[config.mk]
export PLATFORM = sky130hd
export DESIGN_NAME = credential_entry
export DESIGN_NICKNAME = d
export VERILOG_FILES = /design/src/rtl/lock_pkg.sv /design/src/rtl/btn_conditioner.sv /design/src/rtl/credential_entry.sv
export SDC_FILE = /design/constraint.sdc
export NUM_CORES = 1
export LEC_CHECK = 0
export BUFFER_PORTS_ARGS = -buffer_cell sky130_fd_sc_hd__buf_2
export CAP_MARGIN = 15
export CELL_PAD_IN_SITES_DETAIL_PLACEMENT = 2
export CELL_PAD_IN_SITES_GLOBAL_PLACEMENT = 2
export CORE_MARGIN = 2
export CORE_UTILIZATION = 36
export DETAILED_ROUTE_END_ITERATION = 10
export PLACE_DENSITY = 0.73
export REMOVE_ABC_BUFFERS = 1
export SLEW_MARGIN = 20
export SYNTH_ARGS = -nofsm -noshare
export SYNTH_HDL_FRONTEND = slang
export SYNTH_SLANG_ARGS = --single-unit
[constraint.sdc]
create_clock -name clk -period 2.3 [get_ports clk]
set_clock_uncertainty 0.05 [all_clocks]
set_input_delay 0.575 -clock clk [delete_from_list [all_inputs] [get_ports clk]]
set_output_delay 0.575 -clock clk [all_outputs]
set_load 0.05 [all_outputs]
[src/rtl/lock_pkg.sv]
// Shared constants, digit helpers and entry-FSM state encoding for the lock front end.
package lock_pkg;

  localparam int DIGIT_W   = 4;
  localparam int DIGIT_MAX = 9;
  localparam int USER_LEN  = 4;
  localparam int PASS_LEN  = 4;
  localparam int ENTRY_LEN = USER_LEN + PASS_LEN;

  typedef enum logic {
    StEntry,
    StFull
  } entry_state_t;

  function automatic logic [DIGIT_W-1:0] digit_inc(input logic [DIGIT_W-1:0] d);
    return (d >= DIGIT_W'(DIGIT_MAX)) ? '0 : d + DIGIT_W'(1);
  endfunction

  function automatic logic [DIGIT_W-1:0] digit_dec(input logic [DIGIT_W-1:0] d);
    return (d == '0) ? DIGIT_W'(DIGIT_MAX) : d - DIGIT_W'(1);
  endfunction

endpackage

[src/rtl/btn_conditioner.sv]
// Two-flop synchronizer, hold-count debouncer and rising-edge pulse for one raw input.
module btn_conditioner #(
  parameter int unsigned DEBOUNCE_CYCLES = 10000
) (
  input  logic clk,
  input  logic rst_n,
  input  logic i_raw,
  output logic o_level,
  output logic o_pulse
);

  localparam int unsigned CntW = (DEBOUNCE_CYCLES > 1) ? $clog2(DEBOUNCE_CYCLES) : 1;
  localparam logic [CntW-1:0] CntMax = CntW'(DEBOUNCE_CYCLES - 1);

  logic [1:0]      r_sync;
  logic [1:0]      r_vld;
  logic [CntW-1:0] r_cnt;
  logic            r_level;
  logic            r_armed;
  logic            r_pulse;

  // A press is only armed once a genuine low has been observed after reset, so a
  // button held through reset never produces a pulse.
  always_ff @(posedge clk or negedge rst_n) begin
    if (!rst_n) begin
      r_sync  <= '0;
      r_vld   <= '0;
      r_cnt   <= '0;
      r_level <= 1'b0;
      r_armed <= 1'b0;
      r_pulse <= 1'b0;
    end else begin
      r_sync  <= {r_sync[0], i_raw};
      r_vld   <= {r_vld[0], 1'b1};
      r_pulse <= 1'b0;
      if (r_vld[1] && !r_sync[1]) begin
        r_armed <= 1'b1;
      end
      if (r_sync[1] != r_level) begin
        if (r_cnt == CntMax) begin
          r_level <= r_sync[1];
          r_cnt   <= '0;
          r_pulse <= r_sync[1] & r_armed;
        end else begin
          r_cnt <= r_cnt + CntW'(1);
        end
      end else begin
        r_cnt <= '0;
      end
    end
  end

  assign o_level = r_level;
  assign o_pulse = r_pulse;

endmodule

[src/rtl/credential_entry.sv]
// Button-driven digit entry for the lock; optional idle timeout under `ENTRY_TIMEOUT_EN`.
module credential_entry
  import lock_pkg::*;
#(
  parameter int unsigned DEBOUNCE_CYCLES = 10000,
  parameter int unsigned TIMEOUT_CYCLES  = 50_000_000
) (
  input  logic       clk,
  input  logic       rst_n,
  input  logic       btn1,
  input  logic       btn2,
  input  logic       btn3,
  input  logic       btn4,
  input  logic       btn5,
  input  logic       switch1,
  input  logic       resetCount,
  output logic [3:0] inputCount,
  output logic [3:0] userNameInput0,
  output logic [3:0] userNameInput1,
  output logic [3:0] userNameInput2,
  output logic [3:0] userNameInput3,
  output logic [3:0] passwordInput0,
  output logic [3:0] passwordInput1,
  output logic [3:0] passwordInput2,
  output logic [3:0] passwordInput3,
  output logic [3:0] editDigit,
  output logic       entryFull
);

  logic [4:0] w_raw;
  logic [4:0] w_btn_pulse;
  logic [4:0] w_btn_level_unused;
  logic       w_sw_level;
  logic       w_sw_pulse_unused;
  logic [4:0] w_pulse;
  logic       w_timeout;
  logic [2:0] w_bs_idx;

  entry_state_t        r_state;
  logic [3:0]          r_count;
  logic [DIGIT_W-1:0]  r_edit;
  logic [DIGIT_W-1:0]  r_slot [ENTRY_LEN];

  assign w_raw = {btn5, btn4, btn3, btn2, btn1};

  for (genvar g = 0; g < 5; g++) begin : g_btn
    btn_conditioner #(
      .DEBOUNCE_CYCLES(DEBOUNCE_CYCLES)
    ) u_btn (
      .clk    (clk),
      .rst_n  (rst_n),
      .i_raw  (w_raw[g]),
      .o_level(w_btn_level_unused[g]),
      .o_pulse(w_btn_pulse[g])
    );
  end

  btn_conditioner #(
    .DEBOUNCE_CYCLES(DEBOUNCE_CYCLES)
  ) u_sw (
    .clk    (clk),
    .rst_n  (rst_n),
    .i_raw  (switch1),
    .o_level(w_sw_level),
    .o_pulse(w_sw_pulse_unused)
  );

  assign w_pulse  = w_btn_pulse & {5{w_sw_level}};
  assign w_bs_idx = 3'(r_count - 4'd1);

`ifdef ENTRY_TIMEOUT_EN
  localparam int unsigned IdleW = $clog2(TIMEOUT_CYCLES + 1);

  logic [IdleW-1:0] r_idle;
  logic             w_idle_hold;

  // Only a partial entry ages; empty and full entries hold the counter at zero.
  assign w_idle_hold = (|w_pulse) || resetCount || (r_count == 4'd0) ||
                       (r_count == 4'(ENTRY_LEN));
  assign w_timeout   = !w_idle_hold && (r_idle == IdleW'(TIMEOUT_CYCLES - 1));

  always_ff @(posedge clk or negedge rst_n) begin
    if (!rst_n) begin
      r_idle <= '0;
    end else if (w_idle_hold || w_timeout) begin
      r_idle <= '0;
    end else begin
      r_idle <= r_idle + IdleW'(1);
    end
  end
`else
  localparam int unsigned TimeoutUnused = TIMEOUT_CYCLES;
  assign w_timeout = 1'b0;
`endif

  // Priority: resetCount/clear/timeout > backspace > commit > increment > decrement.
  always_ff @(posedge clk or negedge rst_n) begin
    if (!rst_n) begin
      r_state <= StEntry;
      r_count <= '0;
      r_edit  <= '0;
      for (int i = 0; i < ENTRY_LEN; i++) r_slot[i] <= '0;
    end else if (resetCount || w_pulse[4] || w_timeout) begin
      r_state <= StEntry;
      r_count <= '0;
      r_edit  <= '0;
      for (int i = 0; i < ENTRY_LEN; i++) r_slot[i] <= '0;
    end else if (w_pulse[3]) begin
      if (r_count != 4'd0) begin
        r_count          <= r_count - 4'd1;
        r_slot[w_bs_idx] <= '0;
        r_edit           <= '0;
        r_state          <= StEntry;
      end
    end else if (w_pulse[2]) begin
      if (r_state == StEntry) begin
        r_slot[r_count[2:0]] <= r_edit;
        r_count              <= r_count + 4'd1;
        r_edit               <= '0;
        if (r_count == 4'(ENTRY_LEN - 1)) begin
          r_state <= StFull;
        end
      end
    end else if (w_pulse[0]) begin
      r_edit <= digit_inc(r_edit);
    end else if (w_pulse[1]) begin
      r_edit <= digit_dec(r_edit);
    end
  end

  assign inputCount     = r_count;
  assign editDigit      = r_edit;
  assign entryFull      = (r_state == StFull);
  assign userNameInput0 = r_slot[0];
  assign userNameInput1 = r_slot[1];
  assign userNameInput2 = r_slot[2];
  assign userNameInput3 = r_slot[3];
  assign passwordInput0 = r_slot[4];
  assign passwordInput1 = r_slot[5];
  assign passwordInput2 = r_slot[6];
  assign passwordInput3 = r_slot[7];

endmodule

# Word-level counts from Yosys, hierarchy flattened
# Cells that the tools add are included.
# Widths: inputs -> output; s select.
[classes]
add_sub_neg = 10
order_cmp = 5
eq_ne = 16
n_mux = 52
bitwise = 10
reduce_logical = 26
[op_table]
columns = ["cell", "count"]
rows = [
  ["$mux 14", 12],
  ["$mux 32", 5],
  ["$add 14x1->14 const B", 6],
  ["$eq 14x14->1 const B", 6],
  ["$mux 4", 16],
  ["$and 32x32->32", 1],
  ["$bwmux 32", 1],
  ["$not 32->32", 1],
  ["$demux 4 s3", 2],
  ["$mux 1", 16],
  ["$reduce_and 2->1", 7],
  ["$ge 4x4->1 const B", 3],
  ["$add 4x1->4 const B", 2],
  ["$lt 4x1->1 const B", 2],
  ["$not 3->4", 2],
  ["$sub 4x1->4 const B", 2],
  ["$logic_and 1x1->1", 7],
  ["$ne 1x1->1", 6],
  ["$reduce_and 3->1", 2],
  ["$and 1x1->1", 5],
  ["$and 5x5->5", 1],
  ["$logic_not 1->1", 5],
  ["$reduce_bool 5->1", 1],
  ["$eq 4x3->1 const B", 1],
  ["7 further kinds", 7],
]
[totals]
ff_bits = 163
in_bits = 9
output_inout_bits = 41
elab_cells = 163

# Longest topological paths before layout
# Gate-level depths: netlist (run 1).
[logic_depth]
ltp_word = 11
ltp_mapped = 8
mapped_depth_nobuf = 6

# Cells and area by module
# Synthesis (run 1) repeated with hierarchy kept, for this count alone.
[hier_totals]
hier_cells = 717
area_unflattened_um2 = 7621.1
[modules_own_cells]
columns = ["mod", "instances", "cells_per_inst", "area_each_um2", "seq_area_each_um2"]
rows = [
  ["btn_conditioner", 6, 84, 910.9, 525.5],
  ["credential_entry", 1, 213, 2155.8, 1026.0],
]

# Worst setup path before layout (run 1)
# OpenSTA, ideal clock, no wires.
[synth_timing]
path_type = "flip-flop to flip-flop"
startpoint = "reg r_count[0], in the netlist inputCount[0]"
endpoint = "reg r_slot, in the netlist passwordInput2[0]"
setup_ps = 125
t_arrival_ps = 2365
t_required_ps = 2125
setup_slack_ps = -240
path_stages_with_launch = 8
path_buffers = 2
period_less_slack_ps = 2540
cell_sequence = "dfrtp_1 buf_4 inv_2 ha_1 buf_2 or4_1 a211o_1 o2bb2ai_1"
[synth_between]
elab_chain_cells = 11
elab_cells_between_ends = 24
classes_between = "add/sub (1); order compare (4); eq/ne (1); mux (10); bitwise (4); reduce/logical (4)"
[synth_rtl]
columns = ["item", "line_no", "source"]
rows = [
  ["from (decl)", "credential_entry.sv:40", "logic [3:0] r_count;"],
  ["from (signal assigned)", "credential_entry.sv:110", "r_count <= r_count - 4'd1;"],
  ["from (signal assigned)", "credential_entry.sv:118", "r_count <= r_count + 4'd1;"],
  ["$sub 4x1->4", "--", ""],
  ["$not 3->4 (implied by the code)", "credential_entry.sv:111", "r_slot[w_bs_idx] <= '0;"],
  ["$ge 4x4->1 (implied by the code) / $lt 4x1->1 (equally long branches)", "credential_entry.sv:111", ""],
  ["$logic_and 1x1->1 (implied by the code)", "credential_entry.sv:111", ""],
  ["$mux 4 (implied by the code)", "credential_entry.sv:111", ""],
  ["$demux 4 s3", "credential_entry.sv:111", ""],
  ["$not 32->32 (no source line)", "--", ""],
  ["$and 32x32->32 (no source line)", "--", ""],
  ["$mux 32", "credential_entry.sv:109", "if (r_count != 4'd0) begin"],
  ["$mux 32", "credential_entry.sv:108", "end else if (w_pulse[3]) begin"],
  ["$mux 32", "credential_entry.sv:103", "end else if (resetCount || w_pulse[4] || w_timeout) begin"],
  ["to (signal, indexed assignment)", "credential_entry.sv:117", "r_slot[r_count[2:0]] <= r_edit;"],
  ["to (decl)", "credential_entry.sv:42", "logic [DIGIT_W-1:0] r_slot [ENTRY_LEN];"],
]
# Several ways; a longest one is shown, not always the timed one. The select of a mux whose other input is x is not followed.
# A chain may end at the register's enable or synchronous reset.

# Worst setup path after layout (run 1)
[layout_timing]
startpoint = "reg r_count[0], in the netlist inputCount[0]"
endpoint = "reg r_slot, in the netlist userNameInput0[1]"
# The elaborated chain is that of the path after synthesis.

==> run_summary.xml, run 1 <==
<?xml version="1.0" encoding="UTF-8"?>
<metrics>
  <group name="run_status">
    <metric name="run_status" unit="">complete, no violations</metric>
  </group>
  <group name="pwr">
    <metric name="design_power_total" unit="uW">6780</metric>
    <metric name="power.share.sequential" unit="">0.435</metric>
    <metric name="switching_power" unit="uW">2048</metric>
    <metric name="power_per_cell_area" unit="mW/mm^2">794.8</metric>
    <metric name="pwr-share-comb" unit="">0.165</metric>
    <metric name="power.share.switching" unit="">0.3021</metric>
    <metric name="peak_supply_drop" unit="mV">0.4830</metric>
    <metric name="clock_share_of_power" unit="">0.400</metric>
    <metric name="intPower" unit="uW">4732</metric>
    <metric name="leakage" unit="uW">0.003714</metric>
  </group>
  <group name="worst_setup_path">
    <metric name="critPathCaptureType" unit="">flip-flop</metric>
    <metric name="critical_path_arrival" unit="ns">2.41</metric>
    <metric name="crit_fanout" unit="">10</metric>
    <metric name="critPathKind" unit="">flip-flop to flip-flop</metric>
    <metric name="worst-r2r-cell-count" unit="">5</metric>
    <metric name="worst_ep_required_time" unit="ns">2.54</metric>
    <metric name="cp_launch_type" unit="">flip-flop</metric>
  </group>
  <group name="layout">
    <metric name="multi_input_comb_area" unit="sq mm">0.003254</metric>
    <metric name="fillCellCount" unit="">2192</metric>
    <metric name="final-instance-count-excl-fill" unit="">1041</metric>
    <metric name="area_growth_syn_to_layout" unit="%">16.83</metric>
    <metric name="drive_gt1_frac" unit="">0.1440</metric>
    <metric name="final_non_filler_cell_area" unit="sq mm">0.008531</metric>
    <metric name="nets" unit="">780</metric>
    <metric name="sequential_cell_area" unit="sq mm">0.003880</metric>
    <metric name="antenna_cells" unit="">0</metric>
  </group>
  <group name="die">
    <metric name="die_width" unit="um">146.4</metric>
    <metric name="dieArea" unit="sq mm">0.02144</metric>
    <metric name="row_count" unit="">52</metric>
    <metric name="number_of_top_level_pins" unit="">50</metric>
    <metric name="initial_utilization" unit="">0.3644</metric>
    <metric name="coreArea" unit="sq mm">0.02004</metric>
    <metric name="die_h" unit="um">146.4</metric>
  </group>
  <group name="yosys">
    <metric name="synth_mux_area_frac" unit="">0.01148</metric>
    <metric name="yosys-top-cells-count" unit="">dfrtp_1 (155), nor2_1 (88), nand2_1 (52)</metric>
    <metric name="synth-xor-area-share" unit="">0.08396</metric>
    <metric name="synthesis.yosys.warnings" unit="">0</metric>
    <metric name="synthesis.instances" unit="">698</metric>
    <metric name="synth_edf_count" unit="">0</metric>
    <metric name="synth_top_family_by_area" unit="">simple AND/OR/NAND/NOR gates</metric>
    <metric name="synthDominantCellAreaShare" unit="">0.5312</metric>
    <metric name="synth_compound_area_frac" unit="">0.1107</metric>
    <metric name="yosysMostFrequentCell" unit="">dfrtp_1</metric>
    <metric name="synthSimpleGateAreaFrac" unit="">0.2140</metric>
    <metric name="synth.largest_area_cell" unit="">dfrtp_1</metric>
    <metric name="flip_flop_and_latch_count_after_synthesis" unit="">155</metric>
    <metric name="yosysSeqAreaShare" unit="">0.5312</metric>
    <metric name="ys_types" unit="">64</metric>
    <metric name="synth.cell_area" unit="sq mm">0.007302</metric>
    <metric name="netlist_top_cells_area" unit="">dfrtp_1 (53%), nor2_1 (4.5%), xnor2_1 (4.3%), o2bb2ai_1 (4.2%), xor2_1 (4.1%)</metric>
    <metric name="synthesis.area_per_instance" unit="sq um">10.46</metric>
    <metric name="synth_async_sr_flop_share" unit="">1.000</metric>
    <metric name="adder_cell_share_of_the_synthesized_area" unit="">0.02228</metric>
    <metric name="postSynth.topFlopCell" unit="">dfrtp_1</metric>
  </group>
  <group name="placed_design">
    <metric name="gp_congestion" unit="">0.7814</metric>
    <metric name="dpl.hpwl" unit="mm">13.70</metric>
    <metric name="placedInstanceArea" unit="sq mm">0.007939</metric>
    <metric name="dp_cells" unit="">1009</metric>
    <metric name="post-place-ws" unit="ns">0.04675</metric>
    <metric name="placement.io_buffers" unit="">49</metric>
  </group>
  <group name="global_routing">
    <metric name="grt_pass1_vias" unit="">6310</metric>
    <metric name="grt_antenna_before_repair" unit="">0</metric>
    <metric name="grt_usage" unit="">0.1929</metric>
    <metric name="grt_max_degree" unit="">53</metric>
    <metric name="grt_pass1_wl" unit="mm">33.40</metric>
    <metric name="grt_remaining_overflow" unit="">0</metric>
  </group>
  <group name="route">
    <metric name="viasPerCell" unit="">5.402</metric>
    <metric name="totalWireLength" unit="mm">19.44</metric>
    <metric name="number_of_vias_in_the_routed_layout" unit="">5623</metric>
    <metric name="drt_iter0_markers" unit="">204</metric>
    <metric name="wl_per_cell" unit="um">18.68</metric>
    <metric name="drc" unit="">0</metric>
    <metric name="postRouteAntennaNets" unit="">0</metric>
    <metric name="detailedRoute.firstPassIterationCount" unit="">4</metric>
  </group>
  <group name="clocking">
    <metric name="cts_tree" unit="">yes</metric>
    <metric name="clock_latency" unit="ns">0.43</metric>
    <metric name="cts_num_sinks" unit="">155</metric>
    <metric name="worst_setup_hold_path_clk_slew" unit="ns">0.06</metric>
    <metric name="root_buffer" unit="">clkbuf_16</metric>
    <metric name="cts_buffer_depth" unit="">2</metric>
    <metric name="cts_inserted_buffers" unit="">17</metric>
    <metric name="clock_tree.htree_level_count" unit="">4</metric>
  </group>
  <group name="timing">
    <metric name="rsz0062_at_grt" unit="">false</metric>
    <metric name="final-hold-violation-count" unit="">0</metric>
    <metric name="layout_min_cycle_time" unit="ns">2.170</metric>
    <metric name="slew_viol_final" unit="">0</metric>
    <metric name="slew_headroom" unit="">0.6401</metric>
    <metric name="final_min_period_over_clock_period" unit="">0.9433</metric>
    <metric name="max_slew.worst_pin.slew" unit="ns">0.5398</metric>
    <metric name="final_setup_margin" unit="ns">0.1305</metric>
    <metric name="setup_violations" unit="">0</metric>
    <metric name="max_clock_freq" unit="GHz">0.4609</metric>
  </group>
  <group name="job">
    <metric name="max_cap_viol_count" unit="">0</metric>
  </group>
  <group name="worst_hold_path">
    <metric name="worstHoldPathType" unit="">input pin to async pin</metric>
  </group>
</metrics>
==> layer usage <==
metal  track usage  share of wire  up-vias
met1        0.2370           0.44     2925
li1              -              -     2631
met3       0.04281          0.024       11
met2        0.3467           0.52       56
met4       0.04466         0.0077        0
met5             0              0        -
==> cell type report <==
cell class / instances / share of cell area
flip-flops and latches: 155 / 0.4548
clock buffers: 20 / 0.05353
inverters: 21 / 0.009240
well taps: 270 / 0.03960
multi-input cells: 498 / 0.3815
repair buffers: 65 / 0.04796
clock inverters: 12 / 0.01335
==> sequential cells by signal (all words and copies together) (netlist names), 5 cells and up <==
signal,flops
g_btn.u_btn.o_level,5
g_btn.u_btn.o_pulse,5
g_btn.u_btn.r_armed,5
g_btn.u_btn.r_cnt,70
g_btn.u_btn.r_sync,10
u_sw.r_cnt,14
==> stage by stage <==
stage / hold WS, ns / util / TNS, ns
finish: 0.04436 / 0.4257 / 0
global route: 0.07344 / 0.4257 / 0
CTS: 0.06012 / 0.4250 / 0
detailed placement: 0.2889 / 0.3962 / 0
global placement: 0.2838 / 0.3962 / 0
floorplan: 0.2294 / - / -9.743
==> power groups by stage <==
stage | Clock [uW] | Combinational [uW] | Sequential (uW)
after floorplan | 0 | 498 | 3140
after global placement | 0 | 1050 | 2980
after detailed placement | 0 | 1100 | 2990
after CTS | 2800 | 1120 | 2950
after global routing | 2900 | 1230 | 2960
final | 2710 | 1120 | 2950
==> critical path, stage by stage (launching register included) <==
cell	delay, ns
dfrtp_1	0.36
inv_2	0.09
ha_1	0.49
or4b_1	0.48
a311o_1	0.42
o2bb2ai_1	0.15
==> final timing paths <==
kind / end / slack [ns] / start
min in group clk: g_btn[2].u_btn.r_sync[0] / 0.20 / btn3
worst min-delay path: u_sw.r_cnt[4] / 0.04 / rst_n
worst min register to register: g_btn[3].u_btn.r_sync[1] / 0.30 / g_btn[3].u_btn.r_sync[0]
worst max register to register: userNameInput0[1] / 0.13 / inputCount[0]
worst max-delay path: userNameInput0[1] / 0.13 / inputCount[0]
max in group asynchronous: g_btn[3].u_btn.r_sync[1] / 1.44 / rst_n
==> layout by cell type (no fill, tap or decap), types with 10 or more instances in the layout <==
cell / instances
o21ai_0: 15
inv_1: 20
xnor2_1: 36
a21oi_1: 10
nor4_1: 11
buf_4: 13
clkbuf_16: 17
buf_2: 48
o2bb2ai_1: 35
and3_1: 22
xor2_1: 34
nor2_1: 88
nand2_1: 52
dfrtp_1: 154
or3_1: 12
ha_1: 12
nand3_1: 31
nand4_1: 27
nor3_1: 18
==> cell families after synthesis <==
family / after synthesis
buffers and inverters: 45
AOI/OAI and AO/OA: 104
and+or+nand+nor: 302
DFF: 155
adders and majority gates: 13
muxes: 8
xor gates and xnor gates: 70
other: 1
==> repair_timing <==
action                     CTS  global route
setup buffers                0             0
gates resized for setup      1             3
pin swaps                    0             0
setup endpoints to repair    1             3
gates cloned                 0             0
hold buffers                 0             0
Note: power is estimated with default switching activity, not from simulation.
==> run 2, diff against run 1 <==
--- a/config.mk
+++ b/config.mk
@@ -9,7 +9,7 @@
 export CAP_MARGIN = 15
 export CELL_PAD_IN_SITES_DETAIL_PLACEMENT = 2
 export CELL_PAD_IN_SITES_GLOBAL_PLACEMENT = 2
-export CORE_MARGIN = 2
+export CORE_MARGIN = 3
 export CORE_UTILIZATION = 36
 export DETAILED_ROUTE_END_ITERATION = 10
 export PLACE_DENSITY = 0.73
==> run 2 against run 1 <==
  * Final area grew 0.18%
  * Clock-buffer cell count grew 3
  * Cell count is essentially flat
  * Die area grew 2.8%
  * Critical path depth grew 1
  * Register-to-register slack is essentially flat
  * Core utilization grew 0.77 points
  * Routed wire length grew 0.48%
  * Sequential power is essentially flat
  * Via count grew 0.94%
  * Setup slack lost 0.0025 ns
  * Largest cell class unchanged
  * Highest routed layer unchanged
==> run_summary.xml, run 2 (synthesis results as in run 1) <==
<?xml version="1.0" encoding="UTF-8"?>
<metrics>
  <group name="worst_setup_path">
    <metric name="critical_path.endpoint" unit="">editDigit[3]</metric>
    <metric name="critPathCaptureType" unit="">flip-flop</metric>
    <metric name="timing.reg2reg.setup_slack" unit="ns">0.13</metric>
    <metric name="worst_ep_required_time" unit="ns">2.60</metric>
    <metric name="worst-r2r-cell-count" unit="">6</metric>
    <metric name="timing.critical_path.from" unit="">editDigit[0]</metric>
    <metric name="critical_path.reg2reg.endpoint" unit="">editDigit[3]</metric>
    <metric name="critPathKind" unit="">flip-flop to flip-flop</metric>
    <metric name="critical_path_arrival" unit="ns">2.48</metric>
    <metric name="cp_launch_type" unit="">flip-flop</metric>
    <metric name="crit_fanout" unit="">8</metric>
    <metric name="worst_r2r_startpoint" unit="">editDigit[0]</metric>
  </group>
  <group name="die">
    <metric name="die_width" unit="um">148.4</metric>
    <metric name="dieArea" unit="sq mm">0.02203</metric>
    <metric name="row_count" unit="">51</metric>
    <metric name="initial_utilization" unit="">0.3703</metric>
    <metric name="coreArea" unit="sq mm">0.01972</metric>
    <metric name="die_h" unit="um">148.4</metric>
    <metric name="number_of_top_level_pins" unit="">50</metric>
  </group>
  <group name="layout">
    <metric name="largest_register_ffs" unit="">70</metric>
    <metric name="area_growth_syn_to_layout" unit="%">17.03</metric>
    <metric name="multi_input_comb_area" unit="sq mm">0.003241</metric>
    <metric name="antenna_cells" unit="">0</metric>
    <metric name="largest-register" unit="">g_btn.u_btn.r_cnt</metric>
    <metric name="sequential_cell_area" unit="sq mm">0.003879</metric>
    <metric name="most_used_cells_in_the_layout_excluding_fill_and_tap_cells" unit="">dfrtp_1 (155), nor2_1 (88), nand2_1 (52)</metric>
    <metric name="layout.cells.most_common" unit="">dfrtp_1</metric>
    <metric name="drive_gt1_frac" unit="">0.1432</metric>
    <metric name="layout_top_registers" unit="">g_btn.u_btn.r_cnt: 70 flops, u_sw.r_cnt: 14 flops, g_btn.u_btn.r_sync: 10 flops</metric>
    <metric name="nets" unit="">784</metric>
    <metric name="fillCellCount" unit="">2046</metric>
    <metric name="final-instance-count-excl-fill" unit="">1040</metric>
  </group>
  <group name="timing">
    <metric name="final-hold-violation-count" unit="">0</metric>
    <metric name="setup_violations" unit="">0</metric>
    <metric name="slew_viol_final" unit="">0</metric>
    <metric name="max_slew.worst_pin.slew" unit="ns">0.5001</metric>
    <metric name="final_min_period_over_clock_period" unit="">0.9443</metric>
    <metric name="rsz0062_at_grt" unit="">false</metric>
    <metric name="slew_headroom" unit="">0.6580</metric>
    <metric name="layout_min_cycle_time" unit="ns">2.172</metric>
    <metric name="max_clock_freq" unit="GHz">0.4604</metric>
  </group>
  <group name="global_routing">
    <metric name="grt_pass1_vias" unit="">6221</metric>
    <metric name="grt_remaining_overflow" unit="">0</metric>
    <metric name="grt_usage" unit="">0.1867</metric>
    <metric name="grt_antenna_before_repair" unit="">0</metric>
    <metric name="grt_max_degree" unit="">52</metric>
    <metric name="grt_pass1_wl" unit="mm">33.13</metric>
  </group>
  <group name="route">
    <metric name="drc" unit="">0</metric>
    <metric name="number_of_vias_in_the_routed_layout" unit="">5676</metric>
    <metric name="postRouteAntennaNets" unit="">0</metric>
    <metric name="totalWireLength" unit="mm">19.54</metric>
    <metric name="drt_iter0_markers" unit="">257</metric>
    <metric name="viasPerCell" unit="">5.458</metric>
    <metric name="detailedRoute.firstPassIterationCount" unit="">4</metric>
    <metric name="wl_per_cell" unit="um">18.78</metric>
  </group>
  <group name="placed_design">
    <metric name="placement.io_buffers" unit="">49</metric>
    <metric name="gp_congestion" unit="">0.7714</metric>
    <metric name="dp_cells" unit="">1008</metric>
    <metric name="dpl.hpwl" unit="mm">13.95</metric>
  </group>
  <group name="pwr">
    <metric name="peak_supply_drop" unit="mV">0.4640</metric>
    <metric name="leakage" unit="uW">0.003745</metric>
    <metric name="power_per_cell_area" unit="mW/mm^2">801.5</metric>
    <metric name="design_power_total" unit="uW">6849</metric>
  </group>
  <group name="worst_hold_path">
    <metric name="worstHoldPathType" unit="">input pin to async pin</metric>
  </group>
  <group name="clocking">
    <metric name="cts_inserted_buffers" unit="">17</metric>
    <metric name="root_buffer" unit="">clkbuf_16</metric>
    <metric name="worst_setup_hold_path_clk_slew" unit="ns">0.06</metric>
    <metric name="clock_latency" unit="ns">0.42</metric>
    <metric name="clock_tree.htree_level_count" unit="">4</metric>
    <metric name="cts_buffer_depth" unit="">2</metric>
    <metric name="cts_num_sinks" unit="">155</metric>
    <metric name="post_cts_buffers" unit="">0</metric>
    <metric name="cts_resized" unit="">0</metric>
    <metric name="cts_tree" unit="">yes</metric>
    <metric name="post_cts_hold_buffer_count" unit="">0</metric>
  </group>
  <group name="job">
    <metric name="max_cap_viol_count" unit="">0</metric>
  </group>
  <group name="run_status">
    <metric name="run_status" unit="">complete, no violations</metric>
  </group>
</metrics>
## run 2: how the worst min path moves through the flow
stage,start,end,depth (start not counted)
2_1_floorplan,rst_n,editDigit[0],0
3_5_place_dp,g_btn[3].u_btn.r_sync[0],g_btn[3].u_btn.r_sync[1],0
6_report,rst_n,u_sw.r_cnt[11],1
4_1_cts,rst_n,u_sw.r_cnt[13],1
5_1_grt,rst_n,u_sw.r_cnt[12],1
3_3_place_gp,g_btn[4].u_btn.r_vld[0],g_btn[0].u_btn.r_vld[1],0
## run 2: cell type report
type | count | share of cell area
timing repair buffer | 69 | 0.04993
tap | 265 | 0.03880
sequential | 155 | 0.4539
multi-input combinational | 498 | 0.3792
clock inverter | 9 | 0.01303
clock buffer | 23 | 0.05593
inverter | 21 | 0.009224
## run 2: routing by layer
metal,vias up,share of wire,GRT usage
li1,2634,-,-
met1,2960,0.44,0.2304
met2,69,0.53,0.3342
met3,13,0.027,0.03961
met4,0,0.0082,0.04480
met5,-,0,0
## run 2: worst max-delay path, stage by stage, from the launching register on
cell and delay [ns]:
dfrtp_1 0.48, inv_1 0.17, ha_1 0.18, or3b_2 0.49, a2111oi_0 0.43, a211o_1 0.18, a32o_1 0.12
## run 2: through the flow
step	area [sq um]	TNS (ns)	hold WS (ns)	util	worst slack, ns
after floorplan	7192	-9.743	0.2294	-	-0.4110
after global placement	7950	0	0.2838	0.4032	0.07403
after detailed placement	7950	0	0.2870	0.4032	0.07515
after CTS	8539	0	0.06323	0.4331	0.03263
after global routing	8546	0	0.07911	0.4334	0.01851
final	8546	0	0.05202	0.4334	0.1280
## run 2: where the power goes
part	total, uW	leakage, uW	switching, uW	internal [uW]
sequential	2930	0.00208	120	2810
clock	2800	0.000284	1110	1690
combinational	1120	0.00138	756	368
total	6850	0.00375	1980	4870
==> run 3, diff against run 2 <==
--- a/config.mk
+++ b/config.mk
@@ -13,7 +13,6 @@
 export CORE_UTILIZATION = 36
 export DETAILED_ROUTE_END_ITERATION = 10
 export PLACE_DENSITY = 0.73
-export REMOVE_ABC_BUFFERS = 1
 export SLEW_MARGIN = 20
 export SYNTH_ARGS = -nofsm -noshare
 export SYNTH_HDL_FRONTEND = slang
==> run 3 against run 2 <==
  * Combinational power about the same
  * Setup slack better by 0.028 ns
  * Critical path depth unchanged
  * Total power about the same
  * Core utilization down 0.13 points
  * Sequential power about the same
  * Clock-buffer cell count down 4
  * Global-route usage up 0.49 points
  * Clock power about the same
  * Register-to-register slack better by 0.03 ns
  * Non-clock buffer count down 4
==> run_summary.xml, run 3 (synthesis results as in run 1) <==
<?xml version="1.0" encoding="UTF-8"?>
<metrics>
  <group name="run_status">
    <metric name="run_status" unit="">complete, no violations</metric>
  </group>
  <group name="layout">
    <metric name="fillCellCount" unit="">2040</metric>
    <metric name="largest-register" unit="">g_btn.u_btn.r_cnt</metric>
    <metric name="antenna_cells" unit="">0</metric>
    <metric name="largest_register_ffs" unit="">70</metric>
    <metric name="layout.cells.most_common" unit="">dfrtp_1</metric>
    <metric name="nets" unit="">780</metric>
    <metric name="area_growth_syn_to_layout" unit="%">16.69</metric>
    <metric name="most_used_cells_in_the_layout_excluding_fill_and_tap_cells" unit="">dfrtp_1 (152), nor2_1 (88), nand2_1 (52)</metric>
    <metric name="drive_gt1_frac" unit="">0.1466</metric>
    <metric name="postLayoutCoreUtil" unit="">0.4321</metric>
    <metric name="layout_top_registers" unit="">g_btn.u_btn.r_cnt: 70 flops, u_sw.r_cnt: 14 flops, g_btn.u_btn.r_sync: 10 flops</metric>
  </group>
  <group name="placed_design">
    <metric name="gp_congestion" unit="">0.8273</metric>
    <metric name="placement.io_buffers" unit="">49</metric>
    <metric name="dpl.hpwl" unit="mm">13.95</metric>
  </group>
  <group name="route">
    <metric name="postRouteAntennaNets" unit="">0</metric>
    <metric name="drc" unit="">0</metric>
    <metric name="totalWireLength" unit="mm">20.01</metric>
    <metric name="viasPerCell" unit="">5.442</metric>
    <metric name="drt_iter0_markers" unit="">206</metric>
    <metric name="detailedRoute.firstPassIterationCount" unit="">4</metric>
    <metric name="number_of_vias_in_the_routed_layout" unit="">5638</metric>
    <metric name="wl_per_cell" unit="um">19.32</metric>
  </group>
  <group name="die">
    <metric name="die_width" unit="um">148.4</metric>
    <metric name="coreArea" unit="sq mm">0.01972</metric>
    <metric name="row_count" unit="">51</metric>
    <metric name="number_of_top_level_pins" unit="">50</metric>
    <metric name="die_h" unit="um">148.4</metric>
    <metric name="initial_utilization" unit="">0.3703</metric>
    <metric name="dieArea" unit="sq mm">0.02203</metric>
  </group>
  <group name="clocking">
    <metric name="clock_tree.htree_level_count" unit="">4</metric>
    <metric name="cts_inserted_buffers" unit="">17</metric>
    <metric name="worst_setup_hold_path_clk_slew" unit="ns">0.07</metric>
    <metric name="post_cts_buffers" unit="">0</metric>
    <metric name="cts_tree" unit="">yes</metric>
    <metric name="root_buffer" unit="">clkbuf_16</metric>
    <metric name="cts_num_sinks" unit="">155</metric>
    <metric name="clock_latency" unit="ns">0.43</metric>
    <metric name="cts_buffer_depth" unit="">2</metric>
  </group>
  <group name="pwr">
    <metric name="peak_supply_drop" unit="mV">0.4697</metric>
    <metric name="intPower" unit="uW">4807</metric>
    <metric name="leakage" unit="uW">0.003715</metric>
    <metric name="switching_power" unit="uW">2038</metric>
    <metric name="power_per_cell_area" unit="mW/mm^2">803.4</metric>
    <metric name="power.share.switching" unit="">0.2977</metric>
    <metric name="clock_share_of_power" unit="">0.410</metric>
    <metric name="pwr-share-comb" unit="">0.160</metric>
    <metric name="power.share.sequential" unit="">0.430</metric>
  </group>
  <group name="worst_setup_path">
    <metric name="crit_fanout" unit="">8</metric>
    <metric name="critPathKind" unit="">flip-flop to flip-flop</metric>
    <metric name="critical_path_arrival" unit="ns">2.39</metric>
    <metric name="worst_ep_required_time" unit="ns">2.55</metric>
    <metric name="worst_r2r_startpoint" unit="">inputCount[0]</metric>
    <metric name="cp_launch_type" unit="">flip-flop</metric>
    <metric name="critPathCaptureType" unit="">flip-flop</metric>
    <metric name="timing.critical_path.from" unit="">inputCount[0]</metric>
  </group>
  <group name="global_routing">
    <metric name="grt_max_degree" unit="">68</metric>
    <metric name="grt_remaining_overflow" unit="">0</metric>
    <metric name="grt_antenna_before_repair" unit="">0</metric>
    <metric name="grt_pass1_wl" unit="mm">34.09</metric>
    <metric name="grt_usage" unit="">0.1915</metric>
    <metric name="grt_pass1_vias" unit="">6440</metric>
  </group>
  <group name="timing">
    <metric name="final-hold-violation-count" unit="">0</metric>
    <metric name="layout_min_cycle_time" unit="ns">2.144</metric>
    <metric name="final_tns_setup" unit="ns">0</metric>
    <metric name="max_clock_freq" unit="GHz">0.4664</metric>
    <metric name="slew_headroom" unit="">0.6661</metric>
    <metric name="setup_violations" unit="">0</metric>
    <metric name="rsz0062_at_grt" unit="">false</metric>
    <metric name="slew_viol_final" unit="">0</metric>
    <metric name="final_min_period_over_clock_period" unit="">0.9322</metric>
    <metric name="max_slew.worst_pin.slew" unit="ns">0.4882</metric>
  </group>
  <group name="worst_hold_path">
    <metric name="hp-start" unit="">btn3</metric>
    <metric name="worstHoldPathType" unit="">input pin to flip-flop</metric>
  </group>
  <group name="job">
    <metric name="max_cap_viol_count" unit="">0</metric>
  </group>
  <group name="yosys">
    <metric name="syn_nets" unit="">720</metric>
  </group>
</metrics>
==> run 3: changes by cell type in the layout (fill, tap and decap cells not counted), moves of 2 or more <==
| cell | previous run | this run |
|---|---|---|
| clkinv_2 | 2 | 4 |
| clkbuf_1 | 3 | 1 |
| dfrtp_1 | 155 | 152 |
| ha_1 | 13 | 11 |
| clkbuf_8 | 3 | 1 |
| dfrtp_2 | 0 | 3 |
| buf_4 | 18 | 14 |
==> run 3: power groups by stage <==
| stage | Clock, uW | Combinational [uW] | Sequential (uW) |
|---|---|---|---|
| after floorplan | 0 | 602 | 3100 |
| after global placement | 0 | 1040 | 2980 |
| after detailed placement | 0 | 1080 | 2990 |
| after CTS | 2890 | 1100 | 2940 |
| after global routing | 3010 | 1200 | 2950 |
| final | 2810 | 1100 | 2940 |
==> run 3: final timing paths <==
| kind | depth (start not counted) | end | slack [ns] |
|---|---|---|---|
| max | 6 | passwordInput2[3] | 0.16 |
| min | 1 | g_btn[2].u_btn.r_sync[0] | 0.21 |
| max reg2reg | 6 | passwordInput2[3] | 0.16 |
| min reg2reg | 0 | g_btn[4].u_btn.r_sync[1] | 0.30 |
| max in group asynchronous | 3 | g_btn[1].u_btn.r_cnt[1] | 0.87 |
| min in group asynchronous | 2 | u_sw.r_cnt[0] | 0.54 |
==> run 3: per-stage QoR <==
step | total power, uW | hold WS, ns | worst slack (ns) | cell area [sq um] | cells
5_1_grt | 7168 | 0.1924 | 0.02234 | 8521 | 1036
2_1_floorplan | 3703 | 0.2294 | 0.01109 | 7332 | 698
3_3_place_gp | 4018 | 0.2821 | 0.1880 | 7918 | 1003
3_5_place_dp | 4070 | 0.2862 | 0.07382 | 7918 | 1003
4_1_cts | 6936 | 0.1852 | 0.03173 | 8511 | 1036
6_report | 6845 | 0.2081 | 0.1560 | 8521 | 1036
==> run 3: repair_timing <==
action                                 CTS  global route
hold buffers                             1             0
setup endpoints to repair                0            10
gates resized for setup                  0             3
endpoints found under the hold margin   25             0
==> run 3: worst max-delay path, cell delays in order, from the launching register on <==
cell       delay [ns]
dfrtp_2          0.43
inv_4            0.12
ha_2             0.27
inv_1            0.12
or4_1            0.52
a211o_1          0.36
o2bb2ai_1        0.15
==> run 3: layout make-up <==
type	instances	area [sq um]	share of cell area
Clock buffer	19	442.9	0.05198
Multi-Input combinational cell	498	3256	0.3821
Tap cell	265	331.6	0.03891
Clock inverter	13	140.1	0.01645
Timing Repair Buffer	65	386.6	0.04537
Sequential cell	155	3882	0.4557
Inverter	21	81.33	0.009545
==> run 3: layer usage <==
metal,track usage,up-vias,wire (um)
li1,-,2625,-
met1,0.2300,2930,8577
met2,0.3528,66,10680
met3,0.03595,17,530
met4,0.04850,0,223
met5,0,-,0
